$ cat src/rtl/watch_pkg.sv
// ---------------------------------------------------------------------------
// watch_pkg
// Shared definitions for the watch time-setting control slice.
//   watchState_t : set-mode FSM states; the encoding doubles as o_field
//                  (0 = none, 1 = hour, 2 = min, 3 = sec).
//   CMD_MODE     : UART byte 'M', behaves like a mode button press.
//   CMD_UP       : UART byte 'U', behaves like an up button press.
//   cntWidth()   : counter width for a given terminal value, never below 1.
// ---------------------------------------------------------------------------
package watch_pkg;

  typedef enum logic [1:0] {
    RUN      = 2'd0,
    SET_HOUR = 2'd1,
    SET_MIN  = 2'd2,
    SET_SEC  = 2'd3
  } watchState_t;

  localparam logic [7:0] CMD_MODE = 8'h4D;
  localparam logic [7:0] CMD_UP   = 8'h55;

  // $clog2 yields 0 for terminals below 2, which would give a zero-width
  // vector, so the width is clamped to one bit.
  function automatic int cntWidth(input int terminal);
    return (terminal < 2) ? 1 : $clog2(terminal);
  endfunction

endpackage

$ cat src/rtl/watch_ctrl_tick_gen.sv
// ---------------------------------------------------------------------------
// watch_ctrl_tick_gen
// Free-running timebase divider: emits a one-cycle tick every DIV clocks.
//   clk    : system clock
//   rst    : synchronous reset, active-low
//   o_tick : one-cycle pulse, high while the divider sits at DIV-1
// ---------------------------------------------------------------------------
module watch_ctrl_tick_gen #(
  parameter int DIV = 10
) (
  input  logic clk,
  input  logic rst,
  output logic o_tick
);
  import watch_pkg::*;

  localparam int           W    = cntWidth(DIV);
  localparam logic [W-1:0] LAST = W'(DIV - 1);

  logic [W-1:0] r_divCnt;

  // Divider counts 0..DIV-1 and wraps; the tick marks the last count so
  // the first tick after reset arrives exactly DIV clocks later.
  always_ff @(posedge clk) begin
    if (!rst) begin
      r_divCnt <= '0;
    end else if (r_divCnt == LAST) begin
      r_divCnt <= '0;
    end else begin
      r_divCnt <= r_divCnt + 1'b1;
    end
  end

  assign o_tick = (r_divCnt == LAST);

endmodule

$ cat src/rtl/watch_set_ctrl.sv
// ---------------------------------------------------------------------------
// watch_set_ctrl
// Sequences time setting for the watch datapath. Mode events step the
// RUN -> SET_HOUR -> SET_MIN -> SET_SEC -> RUN cycle; up events in a SET
// state become one-cycle increment pulses for the selected field. A held
// up button auto-repeats, inactivity drops back to RUN, and a blink phase
// lets the display flash the field being set.
//   clk, rst     : clock, synchronous active-low reset
//   i_btn_mode   : mode button pulse
//   i_btn_up     : up button level
//   i_cmd_valid  : UART byte strobe, i_cmd holds the byte ('M' / 'U')
//   up_sec/min/hour : one-cycle increment pulses to the datapath
//   o_set_mode   : 1 in any SET state
//   o_field      : field being set (0 none, 1 hour, 2 min, 3 sec)
//   o_blink      : blink phase, held at 1 in RUN
// All outputs come straight from registers.
// ---------------------------------------------------------------------------
module watch_set_ctrl
  import watch_pkg::*;
#(
  parameter int CLK_FREQ      = 100_000_000,
  parameter int TICK_HZ       = 100,
  parameter int REPEAT_DELAY  = 50,
  parameter int REPEAT_PERIOD = 10,
  parameter int TIMEOUT       = 1000,
  parameter int BLINK_HALF    = 25
) (
  input  logic       clk,
  input  logic       rst,
  input  logic       i_btn_mode,
  input  logic       i_btn_up,
  input  logic       i_cmd_valid,
  input  logic [7:0] i_cmd,
  output logic       up_sec,
  output logic       up_min,
  output logic       up_hour,
  output logic       o_set_mode,
  output logic [1:0] o_field,
  output logic       o_blink
);

  localparam int DIV  = CLK_FREQ / TICK_HZ;
  localparam int RP_W = cntWidth(REPEAT_DELAY);
  localparam int TO_W = cntWidth(TIMEOUT + 1);
  localparam int BL_W = cntWidth(BLINK_HALF);

  // Repeat counter tops out at REPEAT_DELAY-1: the tick that would reach
  // REPEAT_DELAY fires instead and reloads so the next fire lands
  // REPEAT_PERIOD ticks later (assumes REPEAT_PERIOD <= REPEAT_DELAY).
  localparam logic [RP_W-1:0] RP_LAST   = RP_W'(REPEAT_DELAY - 1);
  localparam logic [RP_W-1:0] RP_RELOAD = RP_W'(REPEAT_DELAY - REPEAT_PERIOD);
  localparam logic [TO_W-1:0] TO_LAST   = TO_W'(TIMEOUT);
  localparam logic [BL_W-1:0] BL_LAST   = BL_W'(BLINK_HALF - 1);

  watchState_t     r_state;
  watchState_t     w_nextState;
  logic            w_upAccept;
  logic            w_tick;
  logic            w_inSet;
  logic            w_modeEv;
  logic            w_upEv;
  logic            w_repeatFire;
  logic            w_timeoutHit;
  logic            r_btnUpPrev;
  logic            r_upSec;
  logic            r_upMin;
  logic            r_upHour;
  logic            r_setMode;
  logic            r_blink;
  logic [RP_W-1:0] r_repeatCnt;
  logic [TO_W-1:0] r_idleCnt;
  logic [BL_W-1:0] r_blinkCnt;

  watch_ctrl_tick_gen #(.DIV(DIV)) u_tickGen (
    .clk    (clk),
    .rst    (rst),
    .o_tick (w_tick)
  );

  // Button and UART sources are ORed, so coincident sources merge into a
  // single event.
  assign w_inSet      = (r_state != RUN);
  assign w_modeEv     = i_btn_mode | (i_cmd_valid & (i_cmd == CMD_MODE));
  assign w_repeatFire = w_tick & i_btn_up & w_inSet & (r_repeatCnt == RP_LAST);
  assign w_upEv       = (i_btn_up & ~r_btnUpPrev)
                      | (i_cmd_valid & (i_cmd == CMD_UP))
                      | w_repeatFire;
  assign w_timeoutHit = w_inSet & (r_idleCnt == TO_LAST);

  // Next state: timeout beats everything, a mode event beats an up event,
  // and an up event is only accepted when the state is not changing.
  always_comb begin
    w_nextState = r_state;
    w_upAccept  = 1'b0;
    if (w_timeoutHit) begin
      w_nextState = RUN;
    end else if (w_modeEv) begin
      case (r_state)
        RUN:      w_nextState = SET_HOUR;
        SET_HOUR: w_nextState = SET_MIN;
        SET_MIN:  w_nextState = SET_SEC;
        SET_SEC:  w_nextState = RUN;
        default:  w_nextState = RUN;
      endcase
    end else if (w_inSet && w_upEv) begin
      w_upAccept = 1'b1;
    end
  end

  // State register plus the registered pulse and mode outputs.
  always_ff @(posedge clk) begin
    if (!rst) begin
      r_state     <= RUN;
      r_btnUpPrev <= 1'b0;
      r_upSec     <= 1'b0;
      r_upMin     <= 1'b0;
      r_upHour    <= 1'b0;
      r_setMode   <= 1'b0;
    end else begin
      r_state     <= w_nextState;
      r_btnUpPrev <= i_btn_up;
      r_upHour    <= w_upAccept & (r_state == SET_HOUR);
      r_upMin     <= w_upAccept & (r_state == SET_MIN);
      r_upSec     <= w_upAccept & (r_state == SET_SEC);
      r_setMode   <= (w_nextState != RUN);
    end
  end

  // Auto-repeat counts ticks while the button is held in a steady SET
  // state; release, RUN or any state change restarts it from 0.
  always_ff @(posedge clk) begin
    if (!rst) begin
      r_repeatCnt <= '0;
    end else if (!i_btn_up || !w_inSet || (w_nextState != r_state)) begin
      r_repeatCnt <= '0;
    end else if (w_tick) begin
      if (r_repeatCnt == RP_LAST) begin
        r_repeatCnt <= RP_RELOAD;
      end else begin
        r_repeatCnt <= r_repeatCnt + 1'b1;
      end
    end
  end

  // Inactivity counter saturates at TIMEOUT; a held button counts as
  // activity so a long auto-repeat never times out.
  always_ff @(posedge clk) begin
    if (!rst) begin
      r_idleCnt <= '0;
    end else if (w_modeEv || w_upEv || i_btn_up || !w_inSet) begin
      r_idleCnt <= '0;
    end else if (w_tick && (r_idleCnt != TO_LAST)) begin
      r_idleCnt <= r_idleCnt + 1'b1;
    end
  end

  // Blink restarts high on entry to any SET state and is held high in RUN,
  // so the freshly selected field is visible immediately.
  always_ff @(posedge clk) begin
    if (!rst) begin
      r_blinkCnt <= '0;
      r_blink    <= 1'b1;
    end else if ((w_nextState == RUN) || (w_nextState != r_state)) begin
      r_blinkCnt <= '0;
      r_blink    <= 1'b1;
    end else if (w_tick) begin
      if (r_blinkCnt == BL_LAST) begin
        r_blinkCnt <= '0;
        r_blink    <= ~r_blink;
      end else begin
        r_blinkCnt <= r_blinkCnt + 1'b1;
      end
    end
  end

  assign up_sec     = r_upSec;
  assign up_min     = r_upMin;
  assign up_hour    = r_upHour;
  assign o_set_mode = r_setMode;
  assign o_field    = r_state;
  assign o_blink    = r_blink;

endmodule

$ cat config.mk
export PLATFORM = sky130hd
export DESIGN_NAME = watch_set_ctrl
export DESIGN_NICKNAME = d
export VERILOG_FILES = /design/src/rtl/watch_pkg.sv /design/src/rtl/watch_ctrl_tick_gen.sv /design/src/rtl/watch_set_ctrl.sv
export SDC_FILE = /design/constraint.sdc
export NUM_CORES = 1
export LEC_CHECK = 0
export ABC_AREA = 0
export CAP_MARGIN = 20
export CORE_UTILIZATION = 43
export CTS_BUF_LIST = sky130_fd_sc_hd__clkbuf_4 sky130_fd_sc_hd__clkbuf_8
export CTS_CLUSTER_SIZE = 20
export DETAILED_ROUTE_END_ITERATION = 16
export GPL_ROUTABILITY_DRIVEN = 0
export PLACE_DENSITY = 0.7
export REMOVE_ABC_BUFFERS = 1
export SLEW_MARGIN = 25
export SYNTH_ARGS = -nofsm -noshare
export SYNTH_HDL_FRONTEND = slang
export SYNTH_SLANG_ARGS = --single-unit
$ cat constraint.sdc
create_clock -name clk -period 2.9 [get_ports clk]
set_input_delay 0.725 -clock clk [delete_from_list [all_inputs] [get_ports clk]]
set_output_delay 0.725 -clock clk [all_outputs]
set_load 0.1 [all_outputs]
==> impl_metrics.tcl, run 1 <==
set metrics [dict create \
    core-area_um2 5270 \
    synth_compound_area_frac 0.0875 \
    synth-main-ff-cell "dfxtp_1" \
    power.internal_uw 991 \
    drtIter0Drc 87 \
    ys_ff_latch 49 \
    worst_pin_slew_ps 897 \
    routedWlPerCell_um 12.1 \
    layout-drive-gt1-share 0.0784 \
    cts_root_buffer "clkbuf_8" \
    start_util 0.458 \
    finalHoldViolations 0 \
    finalSetupViolations 0 \
    io_pins 20 \
    critPathMaxStageDelay_ps 540 \
    status "finished clean" \
    place.port_buffers 19 \
    worstHoldPathCells 1 \
    viasPerCell 5.30 \
    drtAntennaViolNets 0 \
    path_clk_slew_ps 90 \
    synthAdderAreaFrac 0.0570 \
    synth.avg_cell_area_um2 8.66 \
    grt_first_pass_wirelength_mm 8.10 \
    hpwl_mm 3.31 \
    rr_startpoint "o_field[1]$_SDFF_PN0_" \
    die_area_um2 5920 \
    synthCells 279 \
    numCtsBuffers 5 \
    synth_xor_xnor_area_share 0.109 \
    cts_hold_buf 0 \
    diodes 0 \
    fin_cells 376 \
    r2r_cells 7 \
    endpoint "o_blink$_SDFFE_PP1P_" \
    drt_wl_total_mm 4.53 \
    slew-limit-headroom 0.396 \
    criticalPathCategory "reg2reg" \
    grt_setup_unrepaired "false" \
    die_h_um 77.0 \
    drc 0 \
    grt_overflow_total 0 \
    cpMaxStageDelayCell "or4_1" \
    slew_violations 0 \
    setup_tns_ps 0 \
    first_pass_iters 4 \
    vias 1991 \
    htree_levels 2 \
    grtUsageTotal 0.168 \
    syn_area_um2 2420 \
    irDropWorstVdd_mv 0.292 \
    post-route-period-util 0.822 \
    clk_latency_ps 300 \
    cp_max_fo 9 \
    crit_family "simple AND/OR/NAND/NOR gates" \
    seq_power_share 0.525 \
    postCtsSetupBuffers 0 \
    cp.required_ps 3090 \
    die-width_um 77.0 \
    clock_skew_ps 8.08 \
    p_leak_uw 0.000925 \
    ys_seq_area_frac 0.406 \
    cts_tree "built" \
    totalPowerFinal_uw 1310 \
    power_switching_share 0.243 \
    antenna_found_initial 0 \
    cp_num_buf_inv 1 \
    final_util 0.534 \
    cts_buffer_depth 2 \
    cts_resized 0 \
    synth-simple-area-share 0.298 \
    hold_path.class "reg2reg" \
    cts.sinks 49 \
    fmax_ghz 0.419 \
    dp_cells 368 \
    drv_cap 0 \
    syn_to_final_growth_pct 16.4 \
    crit_chain "inv_1 > ha_1 > or2_1 > xnor2_1 > a21oi_1 > or4_1 > or3b_1" \
    muxShareOfSynthArea 0.00829 \
    power.clock.fraction 0.372 \
    grt_pass1_vias 1878 \
    synthArstFlopShare 0 \
    p_per_area_nw_per_um2 466 \
    endpoint_kind "register" \
    crit_cells 7 \
    holdWs_ps 462 \
    min_period_ps 2380 \
    fillers 502 \
    switchingPower_uw 319 \
    rrSetupSlack_ps 520 \
    final_common_cell "dfxtp_1" \
    rr_endpoint "o_blink$_SDFFE_PP1P_" \
    yosysUniqueCellTypes 43 \
    grt_max_degree 18 \
    p_comb_frac 0.103 \
    critPathLaunchType "register" \
    rows 26 \
    layout_common_cells "dfxtp_1 (49), nor2_1 (41), xnor2_1 (17), nand3_1 (16)" \
    synth-edff-count 0 \
    synth_top_family_by_area "simple AND/OR/NAND/NOR gates" \
    arrival_ps 2570 \
    final_nets 329 \
    ys_warn_count 0 \
    crit_start "o_field[1]$_SDFF_PN0_" \
]
## how the worst min path moves through the flow
stage | start | to | slack, ps
after floorplan | u_tickGen.r_divCnt[0]$_SDFF_PP0_ | u_tickGen.r_divCnt[0]$_SDFF_PP0_ | 420
after global placement | u_tickGen.r_divCnt[0]$_SDFF_PP0_ | u_tickGen.r_divCnt[0]$_SDFF_PP0_ | 430
after detailed placement | u_tickGen.r_divCnt[0]$_SDFF_PP0_ | u_tickGen.r_divCnt[0]$_SDFF_PP0_ | 440
after CTS | u_tickGen.r_divCnt[0]$_SDFF_PP0_ | u_tickGen.r_divCnt[0]$_SDFF_PP0_ | 470
after global routing | u_tickGen.r_divCnt[0]$_SDFF_PP0_ | u_tickGen.r_divCnt[0]$_SDFF_PP0_ | 480
final | u_tickGen.r_divCnt[0]$_SDFF_PP0_ | u_tickGen.r_divCnt[0]$_SDFF_PP0_ | 460
## power by group through the flow
stage               Sequential [uW]  Combinational, uW  Clock [uW]
finish                          688                135         488
global route                    689                145         534
CTS                             688                134         506
detailed placement              703                134           0
global placement                703                134           0
floorplan                       736               55.6           0
## final cells by class
class	count	area, um^2	share of cell area
clock buffer	5	68.8	0.0245
clock inverter	3	46.3	0.0165
inverter	14	52.6	0.0187
multi-input combinational	209	1350	0.480
sequential	49	981	0.349
tap	70	87.6	0.0311
timing repair buffer	26	225	0.0801
## cell families (layout without fill, tap and decap cells)
| kind of cell | count (synthesis) | count (layout) |
|---|---|---|
| xor+xnor | 30 | 30 |
| compound gates | 32 | 32 |
| flops | 49 | 49 |
| mux | 2 | 2 |
| fa+ha+maj | 11 | 11 |
| buf+inv | 21 | 48 |
| simple gates | 134 | 134 |
## routing by layer
layer  share of wire  track usage
met1            0.49        0.205
met2            0.48        0.290
met3           0.024       0.0345
met4           0.013       0.0596
met5               0            0
## registers in the layout, summed over array words and instances (netlist names)
register and count:
r_repeatCnt 6, up_sec 1, o_field 2, o_set_mode 1
o_blink 1, r_idleCnt 10, r_blinkCnt 5, up_hour 1
r_btnUpPrev 1, up_min 1, u_tickGen.r_divCnt 20
## cells in the mapped netlist (all sizes together), types with 2 or more instances
library cell	count	area [um^2]
dfxtp	49	981
nor2	41	154
nand3	17	90.1
xnor2	17	149
inv	14	52.6
xor2	13	114
nand2	12	45.0
ha	11	138
nor3	10	50.1
a21oi	9	45.0
nand4	9	56.3
and3	7	43.8
nor4	7	43.8
o21ai	6	30.0
and2	5	31.3
a211oi	4	30.0
buf	4	20.0
nand2b	4	25.0
clkbuf	3	11.3
nand4b	3	26.3
nor4b	3	26.3
o211ai	3	22.5
a2111oi	2	17.5
mux2i	2	20.0
nand4bb	2	22.5
nor2b	2	12.5
nor3b	2	15.0
or2	2	12.5
or3	2	12.5
or4	2	15.0
## through the flow
step	setup slack (ps)	area (um^2)
2_1_floorplan	-227	2380
3_3_place_gp	303	2700
3_5_place_dp	266	2700
4_1_cts	515	2810
5_1_grt	370	2810
6_report	516	2810
## worst reg2reg max path, cell delays in order (launching register included)
cell and delay, ps:
dfxtp_1 500, inv_1 110, ha_1 250, or2_1 290, xnor2_1 150, a21oi_1 80, or4_1 540, or3b_1 360
Note: power is estimated with default switching activity, not from simulation.
==> run 2: changes to the inputs <==
--- a/config.mk
+++ b/config.mk
@@ -12,7 +12,7 @@
 export CTS_CLUSTER_SIZE = 20
 export DETAILED_ROUTE_END_ITERATION = 16
 export GPL_ROUTABILITY_DRIVEN = 0
-export PLACE_DENSITY = 0.7
+export PLACE_DENSITY = 0.72
 export REMOVE_ABC_BUFFERS = 1
 export SLEW_MARGIN = 25
 export SYNTH_ARGS = -nofsm -noshare
==> constraint.sdc (replaced) <==
create_clock -name clk -period 2 [get_ports clk]
set_input_delay 0.5 -clock clk [delete_from_list [all_inputs] [get_ports clk]]
set_output_delay 0.5 -clock clk [all_outputs]
set_load 0.1 [all_outputs]
==> impl_metrics.tcl, run 2 (synthesis gave the netlist of run 1 again) <==
set metrics [dict create \
    place.port_buffers 19 \
    cts_root_buffer "clkbuf_8" \
    dp_cells 404 \
    vias 2130 \
    final_nets 366 \
    post-route-period-util 1.00 \
    layout-drive-gt1-share 0.233 \
    fmax_ghz 0.500 \
    routedWlPerCell_um 12.6 \
    drtAntennaViolNets 0 \
    io_pins 20 \
    rows 26 \
    hpwl_mm 3.80 \
    criticalPathCategory "reg2reg" \
    drtIter0Drc 72 \
    violations "negative setup slack" \
    arrival_ps 2190 \
    irDropWorstVdd_mv 0.466 \
    critPathLaunchType "register" \
    top_regs "u_tickGen.r_divCnt (20), r_idleCnt (10), r_repeatCnt (6)" \
    final_area_um2 3250 \
    antenna_found_initial 0 \
    start_util 0.458 \
    core-area_um2 5270 \
    die-width_um 77.0 \
    diodes 0 \
    first_pass_iters 4 \
    totalPowerFinal_uw 2010 \
    grtUsageTotal 0.183 \
    hold_path.class "reg2reg" \
    finalSetupViolations 1 \
    crit_start "o_field[0]$_SDFF_PN0_" \
    largest_reg_flops 20 \
    numCtsBuffers 5 \
    cts_buffer_depth 2 \
    p_per_area_nw_per_um2 620 \
    place_area_um2 3020 \
    viasPerCell 5.16 \
    grt_first_pass_wirelength_mm 8.89 \
    grt_overflow_total 0 \
    cts.sinks 49 \
    slew-limit-headroom 0.602 \
    cp_max_fo 4 \
    clk_latency_ps 300 \
    grt_setup_unrepaired "true" \
    fin_cells 413 \
    drc 0 \
    cp.required_ps 2190 \
    slew_violations 0 \
    grt_max_degree 18 \
    rrSetupSlack_ps -1 \
    rr_startpoint "o_field[0]$_SDFF_PN0_" \
    clock_skew_ps 7.99 \
    min_period_ps 2000 \
    layout_common_cells "dfxtp_1 (46), buf_4 (46), nor2_1 (41), nand3_1 (16), xnor2_1 (16)" \
    die_area_um2 5920 \
    grt_pass1_vias 2132 \
    holdWs_ps 457 \
    syn_to_final_growth_pct 34.4 \
    die_h_um 77.0 \
    holdCritStartpoint "u_tickGen.r_divCnt[0]$_SDFF_PP0_" \
    drt_wl_total_mm 5.18 \
    status "finished with violations" \
    worst_pin_slew_ps 582 \
    htree_levels 2 \
    finalHoldViolations 0 \
    p_leak_uw 0.00116 \
    drv_cap 0 \
    largest-register "u_tickGen.r_divCnt" \
    setup_slack_ps -1.32 \
    endpoint_kind "register" \
    cts_tree "built" \
    path_clk_slew_ps 100 \
]
-- run 2: critical path: stages, from the launching register on --
cell and delay (ps):
dfxtp_2 360, inv_4 60, ha_4 150, or2_4 250, xnor2_2 130, a21oi_1 80, or4_4 490, or3b_1 350
-- run 2: through the flow --
stage          setup TNS, ps  setup WS, ps   util
2_1_floorplan         -14440         -1130      -
3_3_place_gp           -2250          -289  0.573
3_5_place_dp           -3030          -330  0.573
4_1_cts                -63.6         -63.6  0.601
5_1_grt                -52.4         -52.4  0.616
6_report               -1.32         -1.32  0.616
-- run 2: area by class of cell --
cell class / count / area [um^2]
timing repair buffer: 63 / 557
sequential: 49 / 987
multi-input combinational: 209 / 1450
clock buffer: 5 / 68.8
inverter: 14 / 55.1
clock inverter: 3 / 43.8
tap: 70 / 87.6
fill: 470 / 2020
-- run 2: repair_timing --
item	in CTS	in global routing
resized for setup	9	18
hold buffers	0	0
setup endpoints to repair	6	13
buffers inserted	1	0
pin swaps	4	5
-- run 2: final timing paths --
kind,cells after the start,to
worst max-delay path,7,o_blink$_SDFFE_PP1P_
worst min-delay path,1,u_tickGen.r_divCnt[0]$_SDFF_PP0_
worst max register to register,7,o_blink$_SDFFE_PP1P_
worst min register to register,1,u_tickGen.r_divCnt[0]$_SDFF_PP0_
-- run 2: per-layer routing --
metal / GRT usage / share of wire / routed length, um
met1: 0.209 / 0.46 / 2380
met2: 0.337 / 0.50 / 2620
met3: 0.0369 / 0.024 / 124
met4: 0.0596 / 0.012 / 61
met5: 0 / 0 / 0
-- run 2: report_power, final --
part           internal (uW)  switching, uW
Combinational            146            147
Sequential               988           9.63
Clock                    375            347
Total                   1510            503
